--- src/rtl/srt4_host.sv ---
// srt4_host: host-side initiator for the byte-serial srt4 divider.
// Takes a dividend/divisor request, sends it to the divider over
// beginSignal/inbus, and collects the quotient and remainder from outbus
// after endSignal. The result is returned over a response handshake.
// Both handshakes follow the same rule: a transfer happens on a rising edge
// where valid and ready are both high. Valid is held until it is taken.
// Ready never depends on the other side's valid.
module srt4_host #(
  parameter int TIMEOUT = 64
) (
  input  logic       clk,
  input  logic       rst,
  input  logic       req_valid,
  output logic       req_ready,
  input  logic [7:0] dividend,
  input  logic [7:0] divisor,
  output logic       rsp_valid,
  input  logic       rsp_ready,
  output logic [7:0] quotient,
  output logic [7:0] remainder,
  output logic       err_dbz,
  output logic       err_tmo,
  output logic       div_begin,
  output logic [7:0] div_inbus,
  input  logic [7:0] div_outbus,
  input  logic       div_end,
  output logic [2:0] dbg_state
);

  typedef enum logic [2:0] {
    IDLE     = 3'd0,
    SEND_DVD = 3'd1,
    SEND_DVS = 3'd2,
    WAIT_END = 3'd3,
    GET_REM  = 3'd4,
    RESP     = 3'd5
  } state_t;

  // The counter only has to reach TIMEOUT-1, so one spare bit is enough.
  localparam int CW = $clog2(TIMEOUT) + 1;

  state_t        state;
  state_t        state_next;
  logic [7:0]    dvd_q;
  logic [7:0]    dvs_q;
  logic [CW-1:0] tmo_cnt;
  logic          tmo_hit;

  assign tmo_hit   = (tmo_cnt == CW'(TIMEOUT - 1));
  assign dbg_state = state;

  // State register
  always_ff @(posedge clk) begin
    if (rst) state <= IDLE;
    else     state <= state_next;
  end

  // Next-state logic. div_end is only examined in WAIT_END, and there it
  // takes priority over the timeout.
  always_comb begin
    state_next = state;
    case (state)
      IDLE:     if (req_valid) state_next = (divisor == 8'd0) ? RESP : SEND_DVD;
      SEND_DVD: state_next = SEND_DVS;
      SEND_DVS: state_next = WAIT_END;
      WAIT_END: begin
        if (div_end)      state_next = GET_REM;
        else if (tmo_hit) state_next = RESP;
      end
      GET_REM:  state_next = RESP;
      RESP:     if (rsp_ready) state_next = IDLE;
      default:  state_next = IDLE;
    endcase
  end

  // Outputs are decoded from state and latched operands only.
  always_comb begin
    req_ready = (state == IDLE);
    rsp_valid = (state == RESP);
    div_begin = (state == SEND_DVD);
    case (state)
      SEND_DVD: div_inbus = dvd_q;
      SEND_DVS: div_inbus = dvs_q;
      WAIT_END: div_inbus = dvs_q;
      default:  div_inbus = 8'd0;
    endcase
  end

  // Datapath: operand latches, result capture, error flags, timeout counter
  always_ff @(posedge clk) begin
    if (rst) begin
      dvd_q     <= 8'd0;
      dvs_q     <= 8'd0;
      quotient  <= 8'd0;
      remainder <= 8'd0;
      err_dbz   <= 1'b0;
      err_tmo   <= 1'b0;
      tmo_cnt   <= '0;
    end else begin
      case (state)
        IDLE: begin
          if (req_valid) begin
            dvd_q <= dividend;
            dvs_q <= divisor;
            // A zero divisor never reaches the divider.
            if (divisor == 8'd0) begin
              quotient  <= 8'hFF;
              remainder <= dividend;
              err_dbz   <= 1'b1;
            end
          end
        end
        SEND_DVS: tmo_cnt <= '0;
        WAIT_END: begin
          tmo_cnt <= tmo_cnt + 1'b1;
          if (div_end) begin
            quotient <= div_outbus;
          end else if (tmo_hit) begin
            err_tmo   <= 1'b1;
            quotient  <= 8'd0;
            remainder <= 8'd0;
          end
        end
        GET_REM:  remainder <= div_outbus;
        RESP: begin
          if (rsp_ready) begin
            err_dbz <= 1'b0;
            err_tmo <= 1'b0;
          end
        end
        default: ;
      endcase
    end
  end

endmodule

--- config.mk ---
export PLATFORM = sky130hd
export DESIGN_NAME = srt4_host
export DESIGN_NICKNAME = d
export VERILOG_FILES = /design/src/rtl/srt4_host.sv
export SDC_FILE = /design/constraint.sdc
export NUM_CORES = 1
export LEC_CHECK = 0
export ABC_AREA = 1
export BUFFER_PORTS_ARGS = -buffer_cell sky130_fd_sc_hd__buf_2
export CORE_UTILIZATION = 25
export DETAILED_ROUTE_END_ITERATION = 8
export GPL_ROUTABILITY_DRIVEN = 0
export PLACE_DENSITY = 0.47
export SETUP_SLACK_MARGIN = 0.05
export SLEW_MARGIN = 0
export SYNTH_ARGS = -nofsm -noshare
export SYNTH_HDL_FRONTEND = slang
export SYNTH_SLANG_ARGS = --single-unit
--- constraint.sdc ---
create_clock -name clk -period 1.83 [get_ports clk]
set_clock_uncertainty 0.15 [all_clocks]
set_input_delay 0.366 -clock clk [delete_from_list [all_inputs] [get_ports clk]]
set_output_delay 0.366 -clock clk [all_outputs]
set_load 0.01 [all_outputs]
After elaboration in Yosys (flattened, before gate mapping)
Index checks and enable logic that the tools add are counted.

$add $sub $neg: 1. Equal/unequal tests: 12. Muxes and demuxes: 24. Reductions and logical operators: 14.

Operators by type and width (count): 2-to-1 mux 8 bit (7); case mux 8 bit (2 select lines) (2); case mux 8 bit (3 select lines) (1); case mux 3 bit (6 select lines) (1); 2-to-1 mux 3 bit (5); case mux 7 bit (2 select lines) (1); AND reduction 4 bit (3); logical NOT 8 bit (1); nonzero test 2 bit (4); adder 7 x 1 -> 7 bit, second input constant (1); == test 7 x 6 -> 1 bit, second input constant (1); == test 3 x 2 -> 1 bit, second input constant (2); == test 3 bit, second input constant (2); != test 2 bit, second input constant (3); 2-to-1 mux 1 bit (5); AND reduction 5 bit (1); != test 2 x 1 -> 1 bit, second input constant (2); case mux 1 bit (2 select lines) (2); == test 3 x 1 -> 1 bit, second input constant (1); logical NOT 3 bit (1); != test 3 bit, second input constant (1); AND reduction 3 bit (1); nonzero test 3 bit (1); AND reduction 2 bit (1); OR reduction 2 bit (1).

Flip-flop bits (word level): 44. Bits of input ports: 29. Output and inout bits: 32. Logic and storage cells: 59.

Longest topological paths before layout
Gate-level depths: netlist (run 1).

Depth after elaboration: 4. Gate-level depth with buffers: 10.

Worst setup path before layout (run 1)
Ideal clock, no wire load.

Path type: register to output. Start: register state[0] (netlist: dbg_state[0]). End: output port div_inbus[0]. Data arrival time: 1436 ps. Path slack: -122 ps. Stages on the path, launching flop included: 5. Cells stage by stage: dfxtp_1 > inv_1 > nor3_1 > clkinv_1 > o22ai_1.

Elaborated cells between the ends (all ways): 5.

RTL lines: from (decl) (RTL line 42) `state_t state;`; from (signal assigned) (RTL line 55) `else state <= state_next;`; == test 3 x 1 -> 1 bit; via div_begin (RTL line 23) `output logic div_begin,`; case mux 8 bit (2 select lines) (RTL line 81) `case (state)`; to (decl) (RTL line 24) `output logic [7:0] div_inbus,`.

The timed path passes the listed nets, and every way through them passes these cells.

Final worst setup path (run 1)
Start: register state[2] (netlist: dbg_state[2]). End: output port div_inbus[6].

Cells in the longest elaborated chain, start to end: 3. Elaborated cells between the ends (all ways): 5.

Ends and longest elaborated chain (RTL line): == test 3 x 2 -> 1 bit (81); OR reduction 2 bit (no line); case mux 8 bit (2 select lines) * (81).

Every way passes the cells marked *; elsewhere a longest branch is shown, timed or not.

==> results by group, run 1 <==
Status
  – Status: complete, but fails checks
  – Failing checks: negative setup slack

Floorplan
  – # rows: 33
  – Initial Utilization: 0.261
  – DIE WIDTH: 95.2 um
  – Die Height: 95.2 um
  – Die footprint: 9050 um2
  – IO Count: 61
  – Core box area: 8300 um2

CTS
  – Clk slew on worst S/H paths: 90 ps
  – Clock tree root buffer cell: clkbuf_8
  – Total number of H-tree levels: 2
  – CTS tree: built
  – Clock buffer depth: 2
  – Hold Buf Count CTS: 0
  – Clk sinks: 44
  – Clock Latency Late Sink: 300 ps
  – Number of CTS-inserted buffers: 5

Global routing
  – Number of global-route vias before repair: 2119
  – Total GRT Usage: 0.144
  – Largest net degree at the start of global routing: 33
  – Initial antenna violation count: 0
  – GRT overflow: 0
  – First-pass GRT wire length: 10.0 mm

Logic synthesis
  – Synth Warn #: 0
  – Number of synthesized register bits: 44
  – Mapped Avg Cell Area: 6.93 um2
  – Synth Cell Area: 2170 um2
  – Register area share after synthesis: 0.406
  – Syn Nets: 343
  – Syn Inst Count: 313
  – Synth area leaders: dfxtp_1 (41%), nand2_1 (9.2%), inv_1 (8.7%)
  – Top cell type by total area after synthesis: dfxtp_1
  – Yosys cell types: 32
  – Post-synth top area share: 0.406

Worst setup path
  – Crit path DAT: 1360 ps
  – CP startpoint kind: register
  – WS Path Type: reg2out
  – RR Startpoint: dbg_state[2]
  – CP endpoint kind: output port
  – FF-to-FF path depth: 10
  – Reg2Reg Setup Slack: -10 ps
  – Worst-path fanout max: 5
  – RR Endpoint: remainder[1]
  – Data required, critical path: 1310 ps

Timing
  – Final Hold Viols: 0
  – Slew Limit Headroom: 0.646
  – Worst-margin pin slew: 532 ps
  – Hold_ws: 164 ps
  – Setup TNS: -233 ps
  – Max Clock Freq: 532 MHz
  – Final period utilization: 1.03
  – Setup violators final: 9
  – Final count of pins violating max slew: 0
  – Setup WS post-layout: -49.5 ps
  – Period minus WS final: 1880 ps
  – RSZ-0062 raised after global routing: yes

Detailed routing
  – Drt first pass iters: 4
  – Via count: 2257
  – Initial DRC count: 99
  – Total Wirelength: 6.58 mm
  – Routed Antenna Nets: 0
  – DRC Markers: 0
  – Routed WL per cell: 13.1 um
  – Post-DR vias/cell: 4.48

Worst hold path
  – Endpoint, Worst Hold: dbg_state[1]
  – Hold Path Class: in2reg
  – Hold depth: 2
  – Hold path start: rst

Finish
  – Fin cells: 504
  – Register area: 891 um2
  – Layout fillers: 902
  – Layout area overhead: 42.6%
  – Multi-input logic area: 1190 um2
  – Fin area: 3090 um2
  – ANT cells: 0
  – Fin util: 0.373
  – Nets: 428
  – Layout cell share with drive strength beyond 1: 0.373

Placement
  – Area after DPL: 2640 um2
  – Dpl ws: 45.0 ps
  – Port bufs: 60
  – Detailed placer's ending HPWL: 4.52 mm
  – Placed Instances: 477

Power
  – Power Density: 1570 nW/um2
  – Final Power: 4.87 mW
  – Static Leak: 1.43 nW
  – Max VDD drop: 535 uV

Run
  – Maxcap violations: 0
-- worst max path at each step --
stage | from | endpoint | slack [ps]
floorplan | dbg_state[1] | div_inbus[0] | 20
global placement | dbg_state[2] | div_inbus[3] | 10
detailed placement | dbg_state[2] | div_inbus[0] | 50
CTS | dbg_state[1] | div_inbus[0] | -120
global route | dbg_state[1] | div_inbus[4] | -120
finish | dbg_state[2] | div_inbus[6] | -50
-- cells by family after synthesis --
family	count (synthesis)	synth area share
compound gates	74	0.184
xor+xnor	1	0.00404
fa+ha+maj	1	0.00577
buf+inv	65	0.123
flops	44	0.406
simple gates	128	0.277
-- layer usage --
layer / up-vias / routed length, um / track usage / share of wire
met2: 57 / 3040 / 0.243 / 0.46
met1: 1022 / 3180 / 0.184 / 0.48
met4: 0 / 94 / 0.0417 / 0.014
li1: 1170 / - / - / -
met5: - / 0 / 0 / 0
met3: 8 / 269 / 0.0287 / 0.041
-- synth_stat cells --
library cell	count
nor2_2	2
nand3b_1	1
dfxtp_1	44
a211oi_1	1
inv_4	1
inv_1	50
a221oi_1	1
nor3_1	1
ha_1	1
nand4_1	1
o21ai_2	1
nand2_4	1
clkinv_1	2
o22ai_1	8
nand3_1	12
nor3b_1	1
buf_2	2
o21ai_0	36
xor2_1	1
nand3_4	3
nor2_8	1
nand2_2	4
nand2_1	53
nor2_1	46
buf_4	1
buf_6	2
nor2_4	1
a31oi_1	5
a21oi_1	21
o211ai_1	1
nand3_2	1
clkbuf_1	7
-- layout make-up --
cell class	count	area share
flip-flops and latches	44	0.288
repair buffers	87	0.176
multi-input cells	206	0.386
clock inverters	3	0.0150
repair inverters	1	0.00202
clock buffers	5	0.0222
well taps	105	0.0425
inverters	53	0.0684
-- where the power goes --
group,switching [mW],leakage (nW),internal [mW]
clock network,0.384,0.0548,0.412
logic,1.62,1.01,1.03
registers,0.142,0.363,1.28
total,2.14,1.43,2.72
-- flip-flops by register name, indices dropped and copies added, names as in the netlist --
name       count
dvs_q          8
err_tmo        1
dvd_q          8
tmo_cnt        7
err_dbz        1
dbg_state      3
quotient       8
remainder      8
-- critical path, stage by stage, from the launching register on --
cell,delay (ps)
dfxtp_4,360
nor3_4,320
inv_4,110
o22ai_2,110
buf_2,150
-- cells in the final DEF (no fill, tap or decap), types with 8 or more instances in the layout --
cell and count:
inv_1 46, dfxtp_1 40, nor2_1 40, buf_4 22, nand3_1 11, a21oi_1 21, buf_2 59, nand2_2 13
o22ai_2 8, nand2_1 42, o21ai_0 35
-- timing repair --
item,4_1_cts,5_1_grt
cloned,1,3
setup buffers,6,10
endpoints found under the hold margin,0,0
pin swaps,2,15
endpoints found under the setup margin,8,28
resized for setup,12,46
No activity file was read; power rests on OpenSTA's default activity.
==> run 2, diff against run 1 <==
--- a/config.mk
+++ b/config.mk
@@ -7,6 +7,7 @@
 export LEC_CHECK = 0
 export ABC_AREA = 1
 export BUFFER_PORTS_ARGS = -buffer_cell sky130_fd_sc_hd__buf_2
+export CORE_ASPECT_RATIO = 1.4
 export CORE_UTILIZATION = 25
 export DETAILED_ROUTE_END_ITERATION = 8
 export GPL_ROUTABILITY_DRIVEN = 0
==> run 2 against run 1 <==
The run still ends with negative setup slack left. Critical endpoint is now div_inbus[0]. Hold slack improved by 22 ps. Sequential cell count unchanged. Via count is 0.58% lower. Clock-buffer cell count increased by 3. Die area about the same. Worst setup slack gained 8.0 ps. Utilization is 0.59 points lower. Critical path type unchanged. Final area decreased by 1.6%. Critical path depth up 2. Clock power grew 14%.
==> results by group, run 2 (synthesis results as in run 1) <==
Global routing
  – GRT overflow: 0
  – Number of global-route vias before repair: 2133
  – Initial antenna violation count: 0
  – Total GRT Usage: 0.152
  – First-pass GRT wire length: 10.4 mm
  – Largest net degree at the start of global routing: 33

Detailed routing
  – DRC Markers: 0
  – Post-DR vias/cell: 4.51
  – Routed WL per cell: 13.4 um
  – Met2 WL: 3.49 mm
  – Drt first pass iters: 4
  – Initial DRC count: 69
  – Routed Antenna Nets: 0
  – Total Wirelength: 6.66 mm
  – Top sig layer: met4
  – Via count: 2244
  – Metal-1 WL: 2.82 mm
  – Met3 WL: 254 um

Finish
  – ANT cells: 0
  – Layout cell share with drive strength beyond 1: 0.331
  – Nets: 425
  – Fin cells: 498
  – Most frequent cells in the layout: buf_2 (58), nand2_1 (51), inv_1 (46)
  – Most common cell after layout, fill and taps aside: buf_2
  – Layout area overhead: 40.3%

CTS
  – Clk sinks: 44
  – CTS tree: built
  – Hold Buf Count CTS: 0
  – Clock Latency Late Sink: 280 ps
  – Clock buffer depth: 2
  – Clk slew on worst S/H paths: 60 ps
  – Number of CTS-inserted buffers: 5
  – Total number of H-tree levels: 2
  – Clock tree root buffer cell: clkbuf_16

Timing
  – RSZ-0062 raised after global routing: yes
  – Slew Limit Headroom: 0.749
  – Worst-margin pin slew: 376 ps
  – Hold_ws: 186 ps
  – Setup violators final: 7
  – Max Clock Freq: 534 MHz
  – Period minus WS final: 1870 ps
  – Final period utilization: 1.02
  – Setup WS post-layout: -41.5 ps
  – Final Hold Viols: 0
  – Final count of pins violating max slew: 0

Floorplan
  – IO Count: 61
  – Die Height: 112 um
  – Die footprint: 9060 um2
  – Initial Utilization: 0.262
  – Core box area: 8300 um2
  – # rows: 39
  – DIE WIDTH: 80.7 um

Worst setup path
  – RR Endpoint: quotient[0]
  – CP startpoint kind: register
  – RR Startpoint: dbg_state[2]
  – Crit path DAT: 1360 ps
  – Reg2Reg Setup Slack: 160 ps
  – Data required, critical path: 1310 ps
  – Largest stage delay on the critical path: 330 ps
  – FF-to-FF path depth: 8
  – Worst path depth: 6
  – WS Path Type: reg2out
  – Slowest-stage cell, CP: dfxtp_2
  – Buf/Inv on CP: 4
  – Cell Chain, Critical Path: inv_2 -> nor3_4 -> buf_6 -> inv_8 -> o22ai_2 -> buf_2
  – CP endpoint kind: output port
  – Worst-path fanout max: 4
  – Worst setup path start: dbg_state[0]
  – CP top delay family: buffers and inverters
  – Worst setup path endpoint: div_inbus[0]

Power
  – Switching Fraction: 0.422
  – Internal power: 2.83 mW
  – Switching Power: 2.07 mW
  – Max VDD drop: 707 uV
  – Power Density: 1610 nW/um2
  – Seq pwr share: 0.293
  – Static Leak: 1.42 nW
  – Clock share of power: 0.185
  – Combinational power share: 0.522

Placement
  – Port bufs: 60
  – Detailed placer's ending HPWL: 4.67 mm
  – Placed Instances: 473

Status
  – Failing checks: negative setup slack
  – Status: complete, but fails checks

Run
  – Maxcap violations: 0

Worst hold path
  – Hold Path Class: in2reg
## run 2: area by class of cell
cell class | instances | area, um2
well taps | 102 | 128
fillers | 917 | 5250
flip-flops and latches | 44 | 891
clock buffers | 8 | 146
repair inverters | 2 | 18.8
repair buffers | 83 | 493
multi-input cells | 206 | 1150
inverters | 53 | 211
## run 2: worst min path at each step
stage / endpoint / start / cells past startpoint / slack (ps)
floorplan: dvs_q[4] / dvs_q[4] / 2 / 280
global placement: dvs_q[2] / dvs_q[2] / 2 / 290
detailed placement: dvs_q[0] / dvs_q[0] / 2 / 290
CTS: dbg_state[1] / rst / 2 / 180
global route: tmo_cnt[1] / rst / 2 / 190
finish: dbg_state[1] / rst / 2 / 190
## run 2: metrics by stage
stage | setup WS (ps) | util | TNS [ps] | total power [mW] | area, um2
floorplan | 21.4 | - | 0 | 2.83 | 2170
global placement | 68.2 | 0.315 | 0 | 3.44 | 2610
detailed placement | 22.1 | 0.315 | 0 | 3.45 | 2610
CTS | -75.0 | 0.348 | -388 | 4.64 | 2890
global route | -120 | 0.367 | -653 | 5.30 | 3040
finish | -41.5 | 0.367 | -161 | 4.90 | 3040
## run 2: repair_timing
action	4_1_cts	5_1_grt
setup endpoints to repair	8	27
gates cloned	2	2
setup buffers	5	8
resized for setup	23	21
pin swaps	4	9
## run 2: metal layers
| layer | track usage | vias up |
|---|---|---|
| met3 | 0.0211 | 6 |
| met1 | 0.183 | 1005 |
| met2 | 0.264 | 64 |
| li1 | - | 1169 |
| met4 | 0.0631 | 0 |
| met5 | 0 | - |
## run 2: power groups by stage
stage	clock network (mW)	registers [mW]	logic, mW
after floorplan	0	1.51	1.32
after global placement	0	1.42	2.03
after detailed placement	0	1.43	2.03
after CTS	0.940	1.43	2.26
after global routing	0.967	1.48	2.86
final	0.906	1.44	2.56
